File: config.mk
export PLATFORM = sky130hd
export DESIGN_NAME = ab_req_responder_flat
export DESIGN_NICKNAME = d
export VERILOG_FILES = /design/src/rtl/ab_req_responder_if.sv /design/src/rtl/ab_req_responder.sv /design/src/flat_wrapper.sv
export SDC_FILE = /design/constraint.sdc
export NUM_CORES = 1
export LEC_CHECK = 0
export ABC_AREA = 1
export BUFFER_PORTS_ARGS = -buffer_cell sky130_fd_sc_hd__buf_2
export CAP_MARGIN = 20
export CORE_MARGIN = 1
export CORE_UTILIZATION = 45
export CTS_CLUSTER_SIZE = 10
export DETAILED_ROUTE_END_ITERATION = 12
export PLACE_DENSITY = 0.85
export SYNTH_ARGS = -nofsm -noshare
export SYNTH_HDL_FRONTEND = slang
export SYNTH_SLANG_ARGS = --single-unit
File: constraint.sdc
create_clock -name clk -period 1.13 [get_ports clk]
set_input_delay 0.0565 -clock clk [delete_from_list [all_inputs] [get_ports clk]]
set_output_delay 0.0565 -clock clk [all_outputs]
set_load 0.02 [all_outputs]
File: src/rtl/ab_req_responder_if.sv
// Request/acknowledge bundle between an initiator and ab_req_responder.
// Latency: none, wires only.
// Backpressure: none; the initiator holds `a` until it sees `b`.
interface ab_req_responder_if #(
  parameter int DW = 8,
  parameter int CW = 8
);
  logic          a;
  logic [DW-1:0] req_data;
  logic          b;
  logic [DW-1:0] rsp_data;
  logic          busy;
  logic          abort;
  logic [CW-1:0] txn_cnt;

  // Initiator side: raises the request, watches the acknowledge.
  modport master (
    output a, req_data,
    input  b, rsp_data, busy, abort, txn_cnt
  );

  // Responder side: samples the request, drives the acknowledge.
  modport slave (
    input  a, req_data,
    output b, rsp_data, busy, abort, txn_cnt
  );
endinterface

File: src/rtl/ab_req_responder.sv
// Responder for the a/b level-request / pulse-acknowledge handshake.
// Latency: b rises LATENCY cycles after `a` is first seen high (0 = combinational).
// Backpressure: initiator holds `a`; dropping it before `b` aborts, one ack per held request.
module ab_req_responder #(
  parameter int LATENCY = 2,
  parameter int DW      = 8,
  parameter int CW      = 8
) (
  input logic              clk,
  input logic              rst,
  ab_req_responder_if.slave bus
);

  typedef enum logic [1:0] {
    IDLE = 2'd0,
    WAIT = 2'd1,
    ACK  = 2'd2,
    HOLD = 2'd3
  } state_t;

  // WAIT exits to ACK when the delay counter reaches LATENCY-1; only
  // meaningful for LATENCY >= 2, clamped so the constant stays in range.
  localparam logic [3:0] LAST = 4'((LATENCY >= 2) ? (LATENCY - 1) : 0);
  localparam logic [CW-1:0] TXN_ONE = CW'(1);

  state_t        state;
  state_t        state_nxt;
  logic [3:0]    cnt;
  logic [3:0]    cnt_nxt;
  logic [DW-1:0] cap;
  logic          cap_en;
  logic          abort_q;
  logic          abort_nxt;
  logic [CW-1:0] txn_q;
  logic          txn_inc;

  // State register, delay counter, captured payload, abort pulse and counter.
  always_ff @(posedge clk) begin
    if (rst) begin
      state   <= IDLE;
      cnt     <= 4'd0;
      cap     <= '0;
      abort_q <= 1'b0;
      txn_q   <= '0;
    end else begin
      state   <= state_nxt;
      cnt     <= cnt_nxt;
      abort_q <= abort_nxt;
      if (cap_en) begin
        cap <= bus.req_data;
      end
      // Counter sticks at all-ones once it gets there.
      if (txn_inc && !(&txn_q)) begin
        txn_q <= txn_q + TXN_ONE;
      end
    end
  end

  // Next-state decode: accept only from IDLE, abort on withdrawal in WAIT.
  always_comb begin
    state_nxt = state;
    cnt_nxt   = cnt;
    cap_en    = 1'b0;
    abort_nxt = 1'b0;
    txn_inc   = 1'b0;
    case (state)
      IDLE: begin
        if (bus.a) begin
          cap_en = 1'b1;
          if (LATENCY == 0) begin
            // Acknowledge already went out combinationally this cycle.
            txn_inc   = 1'b1;
            state_nxt = HOLD;
          end else if (LATENCY == 1) begin
            state_nxt = ACK;
          end else begin
            state_nxt = WAIT;
            cnt_nxt   = 4'd1;
          end
        end
      end
      WAIT: begin
        if (!bus.a) begin
          // Withdrawal beats reaching the target count.
          state_nxt = IDLE;
          cnt_nxt   = 4'd0;
          abort_nxt = 1'b1;
        end else if (cnt == LAST) begin
          state_nxt = ACK;
          cnt_nxt   = 4'd0;
        end else begin
          cnt_nxt = cnt + 4'd1;
        end
      end
      ACK: begin
        // The acknowledge completes even if `a` dropped during this cycle.
        txn_inc   = 1'b1;
        state_nxt = HOLD;
      end
      HOLD: begin
        if (!bus.a) begin
          state_nxt = IDLE;
        end
      end
      default: begin
        state_nxt = IDLE;
      end
    endcase
  end

  // Acknowledge and response data: Moore from ACK, or a straight pass-through
  // of the request in IDLE when LATENCY is zero.
  always_comb begin
    bus.b        = 1'b0;
    bus.rsp_data = cap;
    if (LATENCY == 0) begin
      if (state == IDLE) begin
        bus.b        = bus.a;
        bus.rsp_data = bus.req_data;
      end
    end else begin
      bus.b = (state == ACK);
    end
  end

  assign bus.busy    = (state != IDLE);
  assign bus.abort   = abort_q;
  assign bus.txn_cnt = txn_q;

endmodule

File: src/flat_wrapper.sv
// flat-port wrapper written by rule: the top's interface ports become plain ports
module ab_req_responder_flat 
#(
  parameter int LATENCY = 2,
  parameter int DW      = 8,
  parameter int CW      = 8
)
  (clk, rst, bus_a, bus_req_data, bus_b, bus_rsp_data, bus_busy, bus_abort, bus_txn_cnt);
  ab_req_responder_if #(.DW(DW), .CW(CW)) bus_i ();
  input logic clk;
  input logic rst;
  input wire logic [$bits(bus_i.a)-1:0] bus_a;
  input wire logic [$bits(bus_i.req_data)-1:0] bus_req_data;
  output wire logic [$bits(bus_i.b)-1:0] bus_b;
  output wire logic [$bits(bus_i.rsp_data)-1:0] bus_rsp_data;
  output wire logic [$bits(bus_i.busy)-1:0] bus_busy;
  output wire logic [$bits(bus_i.abort)-1:0] bus_abort;
  output wire logic [$bits(bus_i.txn_cnt)-1:0] bus_txn_cnt;
  assign bus_i.a = bus_a;
  assign bus_i.req_data = bus_req_data;
  assign bus_b = bus_i.b;
  assign bus_rsp_data = bus_i.rsp_data;
  assign bus_busy = bus_i.busy;
  assign bus_abort = bus_i.abort;
  assign bus_txn_cnt = bus_i.txn_cnt;
  ab_req_responder #(.LATENCY(LATENCY), .DW(DW), .CW(CW)) u_core (.clk(clk), .rst(rst), .bus(bus_i));
endmodule
Word-level counts from Yosys, hierarchy flattened. Index checks and enable logic that the tools add are counted.

Register bits: 23. Input bits: 11. Output and inout port bits: 19. Word-level logic and storage cells: 37.

Add/sub/neg operators: 2. Equal/unequal tests: 7. Muxes and demuxes: 13. Bitwise operators: 1. Reductions and logical operators: 9.

Operators by type and width (number): $mux 4 (3); $add 8x1->8 const B (1); $mux 2 (4); $pmux 2 s4 (1); $pmux 4 s2 (1); $reduce_and 8->1 (1); $add 4x1->4 const B (1); $eq 2x2->1 const B (2); $eq 4x1->1 const B (1); $mux 1 (4); $ne 2x2->1 const B (2); $reduce_bool 2->1 (2); $ne 3x2->1 const B (1); $reduce_and 3->1 (1); $eq 2x1->1 const B (1); $logic_not 2->1 (1); $reduce_and 2->1 (1); $reduce_or 2->1 (1); $logic_and 1x1->1 (1); $logic_not 1->1 (1); $not 1->1 (1).

Depth between registers and ports, before layout.
Word-level depth: 4. Mapped depth: 9. Depth with buffers taken out: 8.

Worst setup path after synthesis. Ideal clock, no wire load.

Path kind: flip-flop to flip-flop. Start: register u_core.txn_q[0] (netlist: u_core.bus.txn_cnt[0]). End: register u_core.txn_q[4] (netlist: u_core.bus.txn_cnt[4]). Library setup time: 0.113 ns. Arrival time: 1.304 ns. Required time: 1.017 ns. Setup slack: -0.287 ns. Cell stages (with the launch flop): 10. Path buffers: 1. Period minus slack after synthesis: 1.417 ns. Cells stage by stage: dfxtp_1 > ha_1 > nand2_2 > nor2_2 > nand2_1 > buf_6 > nand3_1 > nand2_1 > nand2_1 > nor2_1.

Longest elaborated chain between the ends: 3. Elaborated cells between the ends (all ways): 4. Classes of those cells: add/sub (1); reduce/logical (3).

RTL lines: start: declaration (RTL line ab_req_responder.sv:34) `logic [CW-1:0] txn_q;`; start signal: assignment (RTL line ab_req_responder.sv:54) `txn_q <= txn_q + TXN_ONE;`; branches (longest 3 deep; another with $add 8x1->8).

Parallel ways; which one is timed is not known. A chain may end at the register's enable or synchronous reset.

Worst setup path after layout.
Start: register u_core.txn_q[0] (netlist: u_core.bus.txn_cnt[0]). End: register u_core.txn_q[2] (netlist: u_core.bus.txn_cnt[2]).

Same word-level chain as after synthesis.

==> results.py <==
metrics = {
    "status": {
        "status": "complete, but fails checks",
        "violations": "setup timing",
    },
    "setup_path": {
        "crit_arrival_ns": 1.48,
        "start_kind": "flip-flop",
        "critPathRequiredTime_ns": 1.38,
        "endpoint_kind": "flip-flop",
        "path_max_fanout": 5,
        "worstSetupPathType": "reg -> reg",
    },
    "finish": {
        "stdcell_count": 236,
        "final_nets": 223,
        "area_growth_pct": 48.7,
        "regArea_um2": 474,
        "final_cell_area_mm2": 0.00161,
        "antenna_cells": 0,
        "drive_gt1_frac": 0.394,
        "multi_input_area_um2": 601,
        "nFillCells": 174,
    },
    "yosys": {
        "yosysWarnings": 0,
        "synth_top_family_by_area": "simple AND/OR/NAND/NOR gates",
        "synth.distinct_cells": 24,
        "seq_area_frac_synth": 0.424,
        "synth_compound_area_frac": 0.0865,
        "synth_xor_area_frac": 0.0161,
        "muxShareOfSynthArea": 0,
        "synth_fa_ha_area_frac": 0.0346,
        "syn_avg_cell_area_um2": 7.23,
        "synth-seq-cells": 23,
        "netlist_area_mm2": 0.00108,
        "synth_nets": 164,
        "synth_simple_gate_area_frac": 0.356,
        "netlist_instances": 150,
    },
    "sta": {
        "max_slew_margin": 0.737,
        "fmax_mhz": 817,
        "min_period_over_period": 1.08,
        "whs_ns": 0.0137,
        "rsz0062_at_grt": "yes",
        "finalCriticalPeriod_ns": 1.22,
        "clock_skew_ns": 0.00834,
        "finalSetupViolCount": 9,
        "hold_violations": 0,
        "fin_ws_ns": -0.0943,
        "final_max_slew_viol_count": 0,
        "max_slew.worst_pin.slew_ns": 0.393,
    },
    "grt": {
        "busiest_layer": "met2",
        "use_met2": 0.478,
        "met3_usage": 0.0417,
        "grt_use_met1": 0.255,
        "grt_pass1_wl_um": 4770,
        "antenna_found_initial": 0,
        "track_usage": 0.251,
        "grt-ovfl-total": 0,
        "grt_pass1_vias": 1135,
        "grt_max_degree": 15,
    },
    "clock_tree": {
        "root_buffer": "clkbuf_4",
        "htreeDepth": 1,
        "cts_inserted_buffers": 3,
        "insertion_delay_ns": 0.31,
        "clockBufferDepth": 2,
        "cts_tree": "yes",
        "cts.clk_slew.worst_paths_ns": 0.13,
        "cts_sinks": 23,
    },
    "floorplanning": {
        "design.core.area_mm2": 0.00223,
        "die_area_mm2": 0.00261,
        "start_util": 0.486,
        "die_h_um": 51.1,
        "die_w_um": 51.1,
        "rows": 17,
        "io_pins": 30,
    },
    "power": {
        "peakVddDrop_uv": 847,
        "power_frac_clock": 0.255,
        "powerDensity_mw_per_mm2": 929,
        "p_leak_nw": 0.786,
        "finalPower_mw": 1.50,
        "sw_frac_of_total": 0.279,
        "p_int_mw": 1.08,
        "combPwrFrac": 0.169,
        "p_switching_mw": 0.418,
        "seq_power_share": 0.575,
    },
    "placement": {
        "placement.io_buffers": 29,
        "dp_cells": 216,
        "place_area_mm2": 0.00135,
        "gp_congestion": 0.848,
        "dp_hpwl_um": 1840,
    },
    "route": {
        "viasPerCell": 5.08,
        "drt.antenna.violating_nets": 0,
        "drt-total-wl_um": 2900,
        "vias": 1200,
        "dr.first_iter.drc_count": 24,
        "route.detailed.wl_per_inst_um": 12.3,
        "dr.pass1.iters": 4,
        "remaining_drc_errors": 0,
    },
    "hold_path": {
        "hp-class": "in -> reg",
    },
    "run": {
        "drv_cap": 0,
    },
}
-- synth_stat cells --
| master | count | area share |
|---|---|---|
| o21ai_0 | 9 | 0.042 |
| xor2_1 | 1 | 0.0081 |
| xnor2_1 | 1 | 0.0081 |
| or2_1 | 1 | 0.0058 |
| buf_4 | 1 | 0.0069 |
| a211oi_1 | 1 | 0.0069 |
| nand2_2 | 2 | 0.012 |
| nor3_1 | 2 | 0.0092 |
| buf_6 | 1 | 0.010 |
| nand3b_1 | 1 | 0.0069 |
| ha_1 | 3 | 0.035 |
| nor2_4 | 3 | 0.031 |
| nor2_1 | 30 | 0.10 |
| buf_2 | 2 | 0.0092 |
| nand3_1 | 9 | 0.042 |
| nand3_2 | 1 | 0.0092 |
| a31oi_1 | 1 | 0.0058 |
| inv_1 | 13 | 0.045 |
| nand4_1 | 5 | 0.029 |
| nand2_1 | 28 | 0.097 |
| inv_2 | 3 | 0.010 |
| a21oi_1 | 7 | 0.032 |
| dfxtp_1 | 23 | 0.42 |
| nor2_2 | 2 | 0.012 |
-- final timing paths --
check | from | endpoint | slack [ns] | depth (start not counted)
setup / recovery | u_core.bus.txn_cnt[0]$_SDFFE_PP0P_ | u_core.bus.txn_cnt[2]$_SDFFE_PP0P_ | -0.09 | 8
setup reg to reg | u_core.bus.txn_cnt[0]$_SDFFE_PP0P_ | u_core.bus.txn_cnt[2]$_SDFFE_PP0P_ | -0.09 | 8
hold / removal | rst | u_core.cnt[1]$_SDFFE_PP0P_ | 0.01 | 2
hold reg to reg | u_core.cnt[0]$_SDFFE_PP0P_ | u_core.cnt[0]$_SDFFE_PP0P_ | 0.50 | 2
-- logic make-up (layout without fill, tap and decap cells) --
logic type | count (synthesis) | after routing
and+or+nand+nor | 84 | 84
buffers and inverters | 20 | 78
AOI/OAI and AO/OA | 18 | 18
DFF | 23 | 23
adders and majority gates | 3 | 3
xor gates and xnor gates | 2 | 2
-- power groups by stage --
| stage | logic, mW | registers [mW] | clock network, mW |
|---|---|---|---|
| 6_report | 0.254 | 0.862 | 0.383 |
| 5_1_grt | 0.275 | 0.867 | 0.433 |
| 4_1_cts | 0.246 | 0.862 | 0.388 |
| 3_5_place_dp | 0.198 | 0.878 | 0 |
| 3_3_place_gp | 0.190 | 0.876 | 0 |
| 2_1_floorplan | 0.0980 | 0.909 | 0 |
-- routing by layer --
| layer | routed length, um | vias to the layer above | share of wire |
|---|---|---|---|
| met3 | 131 | 10 | 0.045 |
| met1 | 1150 | 550 | 0.40 |
| li1 | - | 594 | - |
| met2 | 1550 | 46 | 0.54 |
| met4 | 65 | 0 | 0.022 |
| met5 | 0 | - | 0 |
-- through the flow --
step / TNS (ns) / worst slack, ns / util
final: -0.333 / -0.0943 / 0.722
after global routing: -1.62 / -0.159 / 0.722
after CTS: -0.359 / -0.0725 / 0.710
after detailed placement: -0.509 / -0.113 / 0.606
after global placement: -0.116 / -0.0412 / 0.606
after floorplan: -0.322 / -0.0890 / -
-- sequential cells by signal, indices dropped and copies added (netlist names), named ones only --
signal / count
u_core.cnt: 4
u_core.bus.abort: 1
u_core.bus.rsp_data: 8
u_core.state: 1
u_core.bus.txn_cnt: 8
-- layout by cell type (no fill, tap or decap) --
master          n
nor2_1         26
nor3_1          1
or2_1           1
nand4_1         5
a21oi_1         7
xnor2_1         1
inv_1          13
a31oi_1         1
xor2_1          1
ha_1            2
ha_4            1
buf_6           4
nand3_2         3
nand2_2         3
nor2_2          4
a211oi_1        1
buf_4          16
nor3_2          1
buf_2          28
clkbuf_4        3
nor2_4          5
dfxtp_1        16
nand2_4         2
nand3b_1        1
nand3_1         7
inv_2           3
dfxtp_4         2
dfxtp_2         5
buf_12          1
nand2_1        25
dlygate4sd3_1   9
o21ai_0         9
clkinv_2        1
-- area by class of cell --
class / count / area share
timing repair buffer: 58 / 0.258
multi-input combinational: 107 / 0.372
sequential: 23 / 0.294
clock buffer: 3 / 0.0140
tap: 28 / 0.0217
clock inverter: 1 / 0.00310
inverter: 16 / 0.0372
-- repair_timing --
action | in CTS | in global routing
pin swaps | 11 | 6
hold buffers | 9 | 0
resized for setup | 15 | 9
setup buffers | 7 | 0
hold endpoints to repair | 9 | 0
endpoints found under the setup margin | 19 | 22
-- critical path: stages, from the launching register on --
cell and delay, ns:
dfxtp_4 0.39, ha_4 0.14, nand2_4 0.06, nor2_4 0.11
nand2_4 0.08, buf_6 0.13, nand4_1 0.07, nand2_1 0.07
nor2_1 0.12
(Power assumes the default switching activity.)
